[src/rtl/i_rotary_encoder.sv]
// i_rotary_encoder: quadrature decoder for a mechanical rotary encoder.
// Emits one o_cnt strobe per complete, consistent four-step Gray cycle,
// with o_cnt_cw giving its direction; illegal two-bit jumps strobe o_cnt_err.
// Build option: define IROTARY_ENCODER_SYNC_EN to put a 2-flop synchronizer
// on each phase input (adds 2 cycles of latency). Default: inputs sampled
// directly and assumed synchronous to i_clk.
module i_rotary_encoder (
  input  logic i_clk,
  input  logic i_rst,
  input  logic i_phase_a,
  input  logic i_phase_b,
  output logic o_cnt,
  output logic o_cnt_cw,
  output logic o_cnt_err
);

  typedef enum logic [2:0] {
    S_IDLE,  // 00
    S_CW1,   // 01
    S_CW2,   // 11
    S_CW3,   // 10
    S_CCW1,  // 10
    S_CCW2,  // 11
    S_CCW3,  // 01
    S_LOST   // waiting for 00
  } state_t;

  state_t     state;
  logic [1:0] ph;  // {B,A}

`ifdef IROTARY_ENCODER_SYNC_EN
  logic [1:0] sync_a;
  logic [1:0] sync_b;

  // Two-flop synchronizer per phase input
  always_ff @(posedge i_clk or posedge i_rst) begin
    if (i_rst) begin
      sync_a <= '0;
      sync_b <= '0;
    end else begin
      sync_a <= {sync_a[0], i_phase_a};
      sync_b <= {sync_b[0], i_phase_b};
    end
  end

  assign ph = {sync_b[1], sync_a[1]};
`else
  assign ph = {i_phase_b, i_phase_a};
`endif

  // Detent tracking FSM; each state implies the phase pattern it expects,
  // so an input equal to that pattern holds and its complement is illegal
  always_ff @(posedge i_clk or posedge i_rst) begin
    if (i_rst) begin
      state     <= S_IDLE;
      o_cnt     <= 1'b0;
      o_cnt_cw  <= 1'b0;
      o_cnt_err <= 1'b0;
    end else begin
      o_cnt     <= 1'b0;
      o_cnt_err <= 1'b0;
      case (state)
        S_IDLE: begin
          case (ph)
            2'b01:   state <= S_CW1;
            2'b10:   state <= S_CCW1;
            2'b11:   begin o_cnt_err <= 1'b1; state <= S_LOST; end
            default: ;
          endcase
        end
        S_CW1: begin
          case (ph)
            2'b11:   state <= S_CW2;
            2'b00:   state <= S_IDLE;
            2'b10:   begin o_cnt_err <= 1'b1; state <= S_LOST; end
            default: ;
          endcase
        end
        S_CW2: begin
          case (ph)
            2'b10:   state <= S_CW3;
            2'b01:   state <= S_CW1;
            2'b00:   begin o_cnt_err <= 1'b1; state <= S_IDLE; end
            default: ;
          endcase
        end
        S_CW3: begin
          case (ph)
            2'b00:   begin o_cnt <= 1'b1; o_cnt_cw <= 1'b1; state <= S_IDLE; end
            2'b11:   state <= S_CW2;
            2'b01:   begin o_cnt_err <= 1'b1; state <= S_LOST; end
            default: ;
          endcase
        end
        S_CCW1: begin
          case (ph)
            2'b11:   state <= S_CCW2;
            2'b00:   state <= S_IDLE;
            2'b01:   begin o_cnt_err <= 1'b1; state <= S_LOST; end
            default: ;
          endcase
        end
        S_CCW2: begin
          case (ph)
            2'b01:   state <= S_CCW3;
            2'b10:   state <= S_CCW1;
            2'b00:   begin o_cnt_err <= 1'b1; state <= S_IDLE; end
            default: ;
          endcase
        end
        S_CCW3: begin
          case (ph)
            2'b00:   begin o_cnt <= 1'b1; o_cnt_cw <= 1'b0; state <= S_IDLE; end
            2'b11:   state <= S_CCW2;
            2'b10:   begin o_cnt_err <= 1'b1; state <= S_LOST; end
            default: ;
          endcase
        end
        S_LOST: begin
          if (ph == 2'b00) state <= S_IDLE;
        end
        default: state <= S_IDLE;
      endcase
    end
  end

endmodule

[config.mk]
export PLATFORM = sky130hd
export DESIGN_NAME = i_rotary_encoder
export DESIGN_NICKNAME = d
export VERILOG_FILES = /design/src/rtl/i_rotary_encoder.sv
export SDC_FILE = /design/constraint.sdc
export NUM_CORES = 1
export LEC_CHECK = 0
export CAP_MARGIN = 20
export CORE_MARGIN = 1.5
export CORE_UTILIZATION = 51
export CTS_BUF_LIST = sky130_fd_sc_hd__clkbuf_2 sky130_fd_sc_hd__clkbuf_4 sky130_fd_sc_hd__clkbuf_8
export DETAILED_ROUTE_END_ITERATION = 8
export PLACE_DENSITY = 0.79
export SYNTH_ARGS = -nofsm -noshare
export SYNTH_HDL_FRONTEND = slang
export SYNTH_SLANG_ARGS = --single-unit
export TNS_END_PERCENT = 5
[constraint.sdc]
create_clock -name i_clk -period 1.9 [get_ports i_clk]
set_clock_uncertainty 0.05 [all_clocks]
set_input_delay 0.19 -clock i_clk [delete_from_list [all_inputs] [get_ports i_clk]]
set_output_delay 0.19 -clock i_clk [all_outputs]
set_load 0.02 [all_outputs]
==> results_dict.tcl, run 1 <==
set metrics [dict create \
    via_per_inst 6.168 \
    netlist_instances 73 \
    grt_usage 0.2874 \
    period_share 0.9840 \
    path_delay_family "simple AND/OR/NAND/NOR gates" \
    synth_area_leaders "dfrtp_1 23%, ha_1 13%, mux2i_1 6.0%" \
    numPortBuffers 6 \
    diodes 0 \
    dp_slack_ns -0.2972 \
    rows 12 \
    slew_headroom 0.7411 \
    cp_cell_sequence "dlygate4sd2_1 -> buf_4 -> ha_2 -> or4_4 -> o32ai_4 -> a2111oi_4 -> mux2i_1" \
    crit_path_end_kind "flop" \
    clock_sinks 6 \
    routedWlPerCell_um 17.29 \
    p_leak_uw 0.0004000 \
    drc 0 \
    grt_pass1_wl_um 2822 \
    area_growth_pct 34.65 \
    criticalPathCategory "in2reg" \
    hold_viol 0 \
    yosysWarnings 0 \
    finalSetupViolations 0 \
    synth_top_area_share 0.2260 \
    vias 660 \
    arrival_ns 1.96 \
    fmax_mhz 534.9 \
    grt_start_max_net_pins 14 \
    antenna_found_initial 0 \
    clk_latency_ns 0.25 \
    place_congestion 0.9434 \
    initialDrtViolationCount 25 \
    tightest_slew_ns 0.3884 \
    io_pins 7 \
    dp_hpwl_um 1291 \
    ys_seq_area_frac 0.2260 \
    most-common-layout-cells "16 x buf_4, 6 x nor2_1, 6 x dfrtp_1" \
    ir_drop_mv 0.8322 \
    setup_ws_ns 0.03039 \
    first_pass_iters 4 \
    synth_nets 84 \
    overflow 0 \
    ctsHtreeMaxLevel 1 \
    synth_area_per_cell_um2 9.101 \
    ant_nets 0 \
    min_path_type "in2async" \
    hold-worst-slack_ns 0.1284 \
    status "finished, final reports clean" \
    fin_nets 106 \
    rsz0062_at_grt "no" \
    critPathMaxFanout 3 \
    core_mm2 0.001156 \
    wirelength_um 1850 \
    synth.largest_area_cell "dfrtp_1" \
    syn_area_um2 664.4 \
    drv_cap 0 \
    layout-drive-gt1-share 0.3656 \
    synthDistinctLibCells 32 \
    clockRootBuffer "clkbuf_4" \
    start_util 0.5747 \
    required_ns 1.99 \
    clkTransAtPathRegs_ns 0.05 \
    power_density_mw_per_mm2 1415 \
    tritoncts "yes" \
    grt_pass1_vias 638 \
    clock_path_buffers 2 \
    die_area_mm2 0.001528 \
    final_common_cell "buf_4" \
    slew_violations 0 \
    path_buf_inv 2 \
    cts_buffers 3 \
    hold_buffers 0 \
    fp.dieW_um 39.10 \
    start_kind "primary input" \
    cp_slowest_cell "or4_4" \
    period_minus_slack_ns 1.870 \
    die_h_um 39.10 \
    synth_seq_cells 6 \
    cpPeakStageDelay_ns 0.46 \
]
==> metrics by stage <==
step / instance area [um^2] / utilization / setup TNS, ns / cells / power, uW
3_3_place_gp: 829.5 / 0.7175 / -0.8743 / 103 / 1003
3_5_place_dp: 829.5 / 0.7175 / -1.035 / 103 / 1032
4_1_cts: 894.6 / 0.7738 / 0 / 107 / 1225
5_1_grt: 894.6 / 0.7738 / 0 / 107 / 1339
2_1_floorplan: 664.4 / - / 0 / 73 / 812.8
6_report: 894.6 / 0.7738 / 0 / 107 / 1266
==> cell families (layout without fill, tap and decap cells) <==
logic type,after synthesis,in the layout,share of synthesized area
simple gates,23,23,0.2072
flops,6,6,0.2260
xor+xnor,1,1,0.01319
compound gates,20,20,0.2561
mux,5,5,0.09416
buf+inv,11,31,0.07157
fa+ha+maj,7,7,0.1318
==> synth_stat cells <==
| library cell | n |
|---|---|
| clkbuf_1 | 2 |
| buf_2 | 2 |
| a211oi_1 | 1 |
| or3b_1 | 1 |
| and4b_1 | 1 |
| a21oi_1 | 2 |
| ha_1 | 7 |
| a31o_2 | 1 |
| a211o_1 | 1 |
| o21ai_0 | 5 |
| nand2b_1 | 4 |
| nor3_1 | 3 |
| nor2_1 | 6 |
| a31oi_1 | 2 |
| buf_4 | 1 |
| o21ba_2 | 1 |
| and3_1 | 1 |
| or2_2 | 1 |
| o32ai_4 | 1 |
| inv_1 | 6 |
| mux2i_1 | 4 |
| dfrtp_1 | 6 |
| nand3b_1 | 1 |
| or4_4 | 1 |
| mux4_2 | 1 |
| a2111oi_2 | 2 |
| nand2_1 | 2 |
| or3b_2 | 2 |
| o22ai_1 | 1 |
| o31ai_1 | 2 |
| o221ai_1 | 1 |
| xnor2_1 | 1 |
==> area by class of cell <==
cell class | count | area [um^2]
fill | 78 | 261.5
tap | 14 | 17.52
clock buffer | 3 | 22.52
multi-input combinational | 56 | 504.2
inverter | 6 | 22.52
sequential | 6 | 150.1
timing repair buffer | 22 | 177.7
==> worst register-to-register path, stage by stage (launching register included) <==
cell and delay [ns]:
dfrtp_1 0.45, or3b_4 0.43, a2111oi_4 0.47, a2111oi_4 0.10
mux2i_1 0.26
==> worst paths after layout <==
check | startpoint | end | slack [ns] | cells past startpoint
max in group asynchronous | i_rst | state[0] | 1.48 | 2
min in group i_clk | o_cnt_cw | o_cnt_cw | 0.51 | 2
setup reg to reg | state[0] | state[0] | 0.04 | 4
hold reg to reg | o_cnt_cw | o_cnt_cw | 0.51 | 2
setup / recovery | i_phase_a | state[0] | 0.03 | 7
hold / removal | i_rst | o_cnt_err | 0.13 | 2
==> power breakdown <==
group	internal, uW	switching [uW]	leakage, uW
combinational	430	480	0.000315
sequential	184	50.7	0.0000710
clock	71.7	49.7	0.0000138
total	686	580	0.000400
==> routing by layer <==
metal | wire [um] | share of wire | up-vias | GRT usage
met3 | 150 | 0.081 | 6 | 0.08092
li1 | - | - | 306 | -
met4 | 47 | 0.025 | 0 | 0.1034
met5 | 0 | 0 | - | 0
met1 | 720 | 0.39 | 309 | 0.3217
met2 | 931 | 0.50 | 39 | 0.5083
==> sequential cells by signal (all words and copies together), names as in the netlist <==
signal and cells:
o_cnt_cw 1, state 3, o_cnt 1, o_cnt_err 1
==> repair_timing <==
| action | in CTS | in global routing |
|---|---|---|
| endpoints found under the setup margin | 3 | 0 |
| buffers inserted | 1 | 0 |
| resized for setup | 9 | 0 |
No activity file was read; power rests on OpenSTA's default activity.
==> run 2: changes to the inputs <==
--- a/config.mk
+++ b/config.mk
@@ -10,7 +10,7 @@
 export CORE_UTILIZATION = 51
 export CTS_BUF_LIST = sky130_fd_sc_hd__clkbuf_2 sky130_fd_sc_hd__clkbuf_4 sky130_fd_sc_hd__clkbuf_8
 export DETAILED_ROUTE_END_ITERATION = 8
-export PLACE_DENSITY = 0.79
+export PLACE_DENSITY = 0.78
 export SYNTH_ARGS = -nofsm -noshare
 export SYNTH_HDL_FRONTEND = slang
 export SYNTH_SLANG_ARGS = --single-unit
==> results_dict.tcl, run 2 (synthesized netlist as in run 1, its figures left out) <==
set metrics [dict create \
    via_per_inst 5.879 \
    r2r_start "state[0]" \
    ctsHtreeMaxLevel 1 \
    hold_buffers 0 \
    drv_cap 0 \
    period_minus_slack_ns 1.809 \
    fp.dieW_um 39.10 \
    hold_viol 0 \
    nFillCells 73 \
    most-common-layout-cells "16 x buf_4, 6 x nor2_1, 6 x ha_1, 6 x dfrtp_1, 5 x inv_1" \
    criticalPathCategory "in2reg" \
    dp_hpwl_um 1254 \
    min_path_type "in2async" \
    grt_pass1_vias 628 \
    tightest_slew_ns 0.3987 \
    clkTransAtPathRegs_ns 0.05 \
    comb_power_share 0.724 \
    fmax_mhz 552.8 \
    period_share 0.9520 \
    ir_drop_mv 0.7387 \
    tritoncts "yes" \
    cp_slowest_cell "or3b_4" \
    die_area_mm2 0.001528 \
    path_common_cell "a2111oi_4" \
    power_frac_clock 0.098 \
    wirelength_um 1831 \
    cts_buffers 3 \
    core_mm2 0.001156 \
    cpPeakStageDelay_ns 0.42 \
    grt_usage 0.3030 \
    reg2reg_depth 4 \
    crit_path_end_kind "flop" \
    clock_sinks 6 \
    ant_nets 0 \
    antenna_found_initial 0 \
    p_leak_uw 0.0004038 \
    clk_latency_ns 0.25 \
    p_switching_uw 570.0 \
    overflow 0 \
    start_kind "primary input" \
    r2r-end "state[1]" \
    finalSetupViolations 0 \
    grt_start_max_net_pins 18 \
    status "finished, final reports clean" \
    numPortBuffers 6 \
    place_congestion 0.9334 \
    largest_reg_flops 3 \
    routedWlPerCell_um 17.11 \
    critPathMaxFanout 4 \
    post-place-cells 103 \
    clockRootBuffer "clkbuf_4" \
    final_util 0.7857 \
    first_pass_iters 4 \
    layout-drive-gt1-share 0.3548 \
    final_common_cell "buf_4" \
    drc 0 \
    p_int_uw 683.9 \
    grt_pass1_wl_um 2918 \
    fin_nets 106 \
    finalNonFillerCells 107 \
    register_area_um2 150.1 \
    slew_headroom 0.7321 \
    die_h_um 39.10 \
    start_util 0.5747 \
    slew_violations 0 \
    initialDrtViolationCount 11 \
    power_density_mw_per_mm2 1380 \
    area_growth_pct 36.72 \
    clock_path_buffers 2 \
    switching_share 0.4546 \
    vias 629 \
    required_ns 1.96 \
    regMostFlops "state" \
    dp_slack_ns -0.3328 \
    multi_input_area_um2 518.0 \
    cp_cell_sequence "dlygate4sd2_1 -> inv_1 -> ha_1 -> or3b_4 -> a2111oi_4 -> a2111oi_4 -> mux2i_1" \
    seq_power_share 0.178 \
    rsz0062_at_grt "no" \
    arrival_ns 1.87 \
    diodes 0 \
    rows 12 \
    r2r_slack_ns 0.16 \
    setup_ws_ns 0.09113 \
    io_pins 7 \
]
[run 2: changes by cell type in the layout (fill, tap and decap cells not counted)]
cell	previous run	this run
ha_1	5	6
ha_2	2	0
ha_4	0	1
nor3_2	1	0
nor3_4	0	1
o21ai_0	5	4
o21ai_1	0	1
[run 2: area by class of cell]
type / count / share of cell area
Sequential cell: 6 / 0.1653
Inverter: 6 / 0.02479
Tap cell: 14 / 0.01928
Multi-Input combinational cell: 56 / 0.5702
Timing Repair Buffer: 22 / 0.1956
Clock buffer: 3 / 0.02479
[run 2: power groups by stage]
stage	sequential (uW)	clock, uW	combinational, uW
after CTS	222	125	885
after global placement	218	0	779
after floorplan	234	0	579
final	223	123	908
after detailed placement	222	0	802
after global routing	230	135	960
[run 2: routing by layer]
| metal | share of wire | global-route usage | up-vias | wire [um] |
|---|---|---|---|---|
| li1 | - | - | 306 | - |
| met1 | 0.45 | 0.3531 | 298 | 821 |
| met2 | 0.47 | 0.4750 | 17 | 863 |
| met3 | 0.034 | 0.04624 | 8 | 63 |
| met4 | 0.045 | 0.2586 | 0 | 83 |
| met5 | 0 | 0 | - | 0 |
[run 2: metrics by stage]
stage / setup TNS, ns / instance area [um^2] / hold WS [ns] / power [uW]
finish: 0 / 908.4 / 0.1068 / 1254
global route: 0 / 908.4 / 0.1114 / 1325
CTS: 0 / 908.4 / 0.1031 / 1233
detailed placement: -1.131 / 829.5 / 0.3742 / 1024
global placement: -0.9991 / 829.5 / 0.3620 / 997.5
floorplan: 0 / 664.4 / -0.06904 / 812.8
[run 2: what timing repair did]
item / in CTS / in global routing
setup endpoints to repair: 3 / 2
pin swaps: 4 / 1
resized for setup: 11 / 0
buffers inserted: 1 / 0
[run 2: worst max-delay path by stage]
| stage | startpoint | end | slack, ns | depth (start not counted) |
|---|---|---|---|---|
| final | i_phase_b | state[1] | 0.09 | 7 |
| after global routing | i_phase_b | state[1] | 0.03 | 7 |
| after CTS | i_phase_b | state[1] | 0.09 | 7 |
| after detailed placement | i_phase_b | state[1] | -0.33 | 7 |
| after global placement | i_phase_a | state[1] | -0.29 | 7 |
| after floorplan | i_phase_a | state[0] | 0.22 | 6 |
[run 2: worst max-delay path: cells and delay by family]
kind	cells	cell delay, ns
buffers and inverters	2	0.39
muxes	1	0.15
adders and majority gates	1	0.20
AOI/OAI and AO/OA	2	0.52
and+or+nand+nor	1	0.42
==> run 3: changes to the inputs <==
--- a/config.mk
+++ b/config.mk
@@ -10,7 +10,7 @@
 export CORE_UTILIZATION = 51
 export CTS_BUF_LIST = sky130_fd_sc_hd__clkbuf_2 sky130_fd_sc_hd__clkbuf_4 sky130_fd_sc_hd__clkbuf_8
 export DETAILED_ROUTE_END_ITERATION = 8
-export PLACE_DENSITY = 0.78
+export PLACE_DENSITY = 0.81
 export SYNTH_ARGS = -nofsm -noshare
 export SYNTH_HDL_FRONTEND = slang
 export SYNTH_SLANG_ARGS = --single-unit
==> constraint.sdc (replaced) <==
create_clock -name i_clk -period 1.6 [get_ports i_clk]
set_clock_uncertainty 0.05 [all_clocks]
set_input_delay 0.16 -clock i_clk [delete_from_list [all_inputs] [get_ports i_clk]]
set_output_delay 0.16 -clock i_clk [all_outputs]
set_load 0.02 [all_outputs]
==> results_dict.tcl, run 3 (synthesized netlist as in run 1, its figures left out) <==
set metrics [dict create \
    status "finished, violations left" \
    failed_checks "setup timing" \
    start_util 0.5747 \
    power_density_mw_per_mm2 1816 \
    ctsHtreeMaxLevel 1 \
    drv_cap 0 \
    clkTransAtPathRegs_ns 0.06 \
    diodes 0 \
    fin_nets 111 \
    post-place-cells 107 \
    antenna_found_initial 0 \
    numPortBuffers 6 \
    fmax_mhz 584.6 \
    path_common_cell "buf_4" \
    final_common_cell "buf_4" \
    min_path_type "in2async" \
    nFillCells 49 \
    power_uw 1848 \
    setup_ws_ns -0.1105 \
    finalNonFillerCells 112 \
    slew_violations 0 \
    die_h_um 39.10 \
    dp_hpwl_um 1350 \
    largest_reg_flops 3 \
    critPathMaxFanout 8 \
    drc 0 \
    grt_pass1_wl_um 3353 \
    start_kind "flop" \
    arrival_ns 1.85 \
    crit_path_end_kind "flop" \
    grt_usage 0.3493 \
    clockRootBuffer "clkbuf_4" \
    io_pins 7 \
    cp_slowest_cell "dfrtp_1" \
    first_pass_iters 4 \
    rsz0062_at_grt "yes" \
    period_minus_slack_ns 1.710 \
    routedWlPerCell_um 21.65 \
    cp_cell_sequence "buf_4 -> buf_4 -> or3b_4 -> a21oi_2 -> o31ai_2 -> mux2i_1" \
    tightest_slew_ns 0.4544 \
    tritoncts "yes" \
    die_area_mm2 0.001528 \
    clock_path_buffers 2 \
    criticalPathCategory "reg2reg" \
    finalSetupViolations 4 \
    place_congestion 0.9348 \
    rows 12 \
    most-common-layout-cells "19 x buf_4, 6 x dfrtp_1, 5 x nor2_1" \
    cpPeakStageDelay_ns 0.43 \
    grt_pass1_vias 691 \
    initialDrtViolationCount 37 \
    cts_buffers 3 \
    ant_nets 0 \
    required_ns 1.74 \
    clk_latency_ns 0.28 \
    vias 741 \
    setup_tns_ns -0.3228 \
    grt_start_max_net_pins 16 \
    fp.dieW_um 39.10 \
    p_leak_uw 0.0004444 \
    regMostFlops "state" \
    wirelength_um 2425 \
    via_per_inst 6.616 \
    period_share 1.069 \
    area_growth_pct 53.11 \
    ir_drop_mv 1.170 \
    clock_sinks 6 \
    core_mm2 0.001156 \
    slew_headroom 0.6947 \
    layout-drive-gt1-share 0.5204 \
    hold_viol 0 \
    overflow 0 \
]
==> run 3: changes by cell type in the layout (fill, tap and decap cells not counted), moves of 2 or more <==
cell	delta
o31ai_1	-2
ha_1	-2
dlygate4sd2_1	-2
buf_4	+3
==> run 3: worst max-delay path, delay by kind of cell, from the launching register on <==
| family | cells | cell delay [ns] |
|---|---|---|
| AO/OA/AOI/OAI | 2 | 0.22 |
| buffers and inverters | 2 | 0.34 |
| flip-flops | 1 | 0.43 |
| multiplexers | 1 | 0.19 |
| AND/OR/NAND/NOR | 1 | 0.39 |
==> run 3: final cells by class <==
| cell class | instances | area [um^2] | share of cell area |
|---|---|---|---|
| repair buffers | 27 | 219.0 | 0.2153 |
| flip-flops and latches | 6 | 150.1 | 0.1476 |
| inverters | 6 | 25.02 | 0.02460 |
| multi-input cells | 56 | 583.1 | 0.5732 |
| well taps | 14 | 17.52 | 0.01722 |
| clock buffers | 3 | 22.52 | 0.02214 |
==> run 3: what timing repair did <==
item,CTS,global route
endpoints found under the hold margin,0,0
buffers inserted,3,0
pin swaps,6,9
hold buffers,0,0
endpoints found under the setup margin,4,4
gates resized for setup,19,16
==> run 3: final timing paths <==
path                          start        to  slack (ns)  depth (start not counted)
min reg2reg                o_cnt_cw  o_cnt_cw        0.57                          2
max in group asynchronous     i_rst  state[2]        1.26                          2
min in group i_clk         o_cnt_cw  o_cnt_cw        0.57                          2
max reg2reg                state[0]  state[1]       -0.11                          6
max                        state[0]  state[1]       -0.11                          6
min                           i_rst  state[1]        0.04                          2
==> run 3: where the power goes <==
| part | internal [uW] | total [uW] | leakage [uW] | switching, uW |
|---|---|---|---|---|
| sequential | 219 | 271 | 0.0000710 | 51.9 |
| clock | 87.0 | 174 | 0.0000138 | 86.6 |
| combinational | 673 | 1400 | 0.000360 | 731 |
==> run 3: per-layer routing <==
layer / global-route usage / part of all wire
met5: 0 / 0
met4: 0.2155 / 0.051
met3: 0.07514 / 0.079
met2: 0.5875 / 0.48
met1: 0.3944 / 0.39
==> run 3: through the flow <==
step / instance area (um^2) / setup slack, ns / util / hold slack (ns)
3_5_place_dp: 859.6 / -0.6162 / 0.7435 / 0.3410
6_report: 1017 / -0.1105 / 0.8799 / 0.04193
5_1_grt: 1017 / -0.1288 / 0.8799 / 0.09303
3_3_place_gp: 859.6 / -0.5913 / 0.7435 / 0.3316
2_1_floorplan: 664.4 / -0.05947 / - / -0.09904
4_1_cts: 970.9 / -0.1098 / 0.8398 / 0.06654
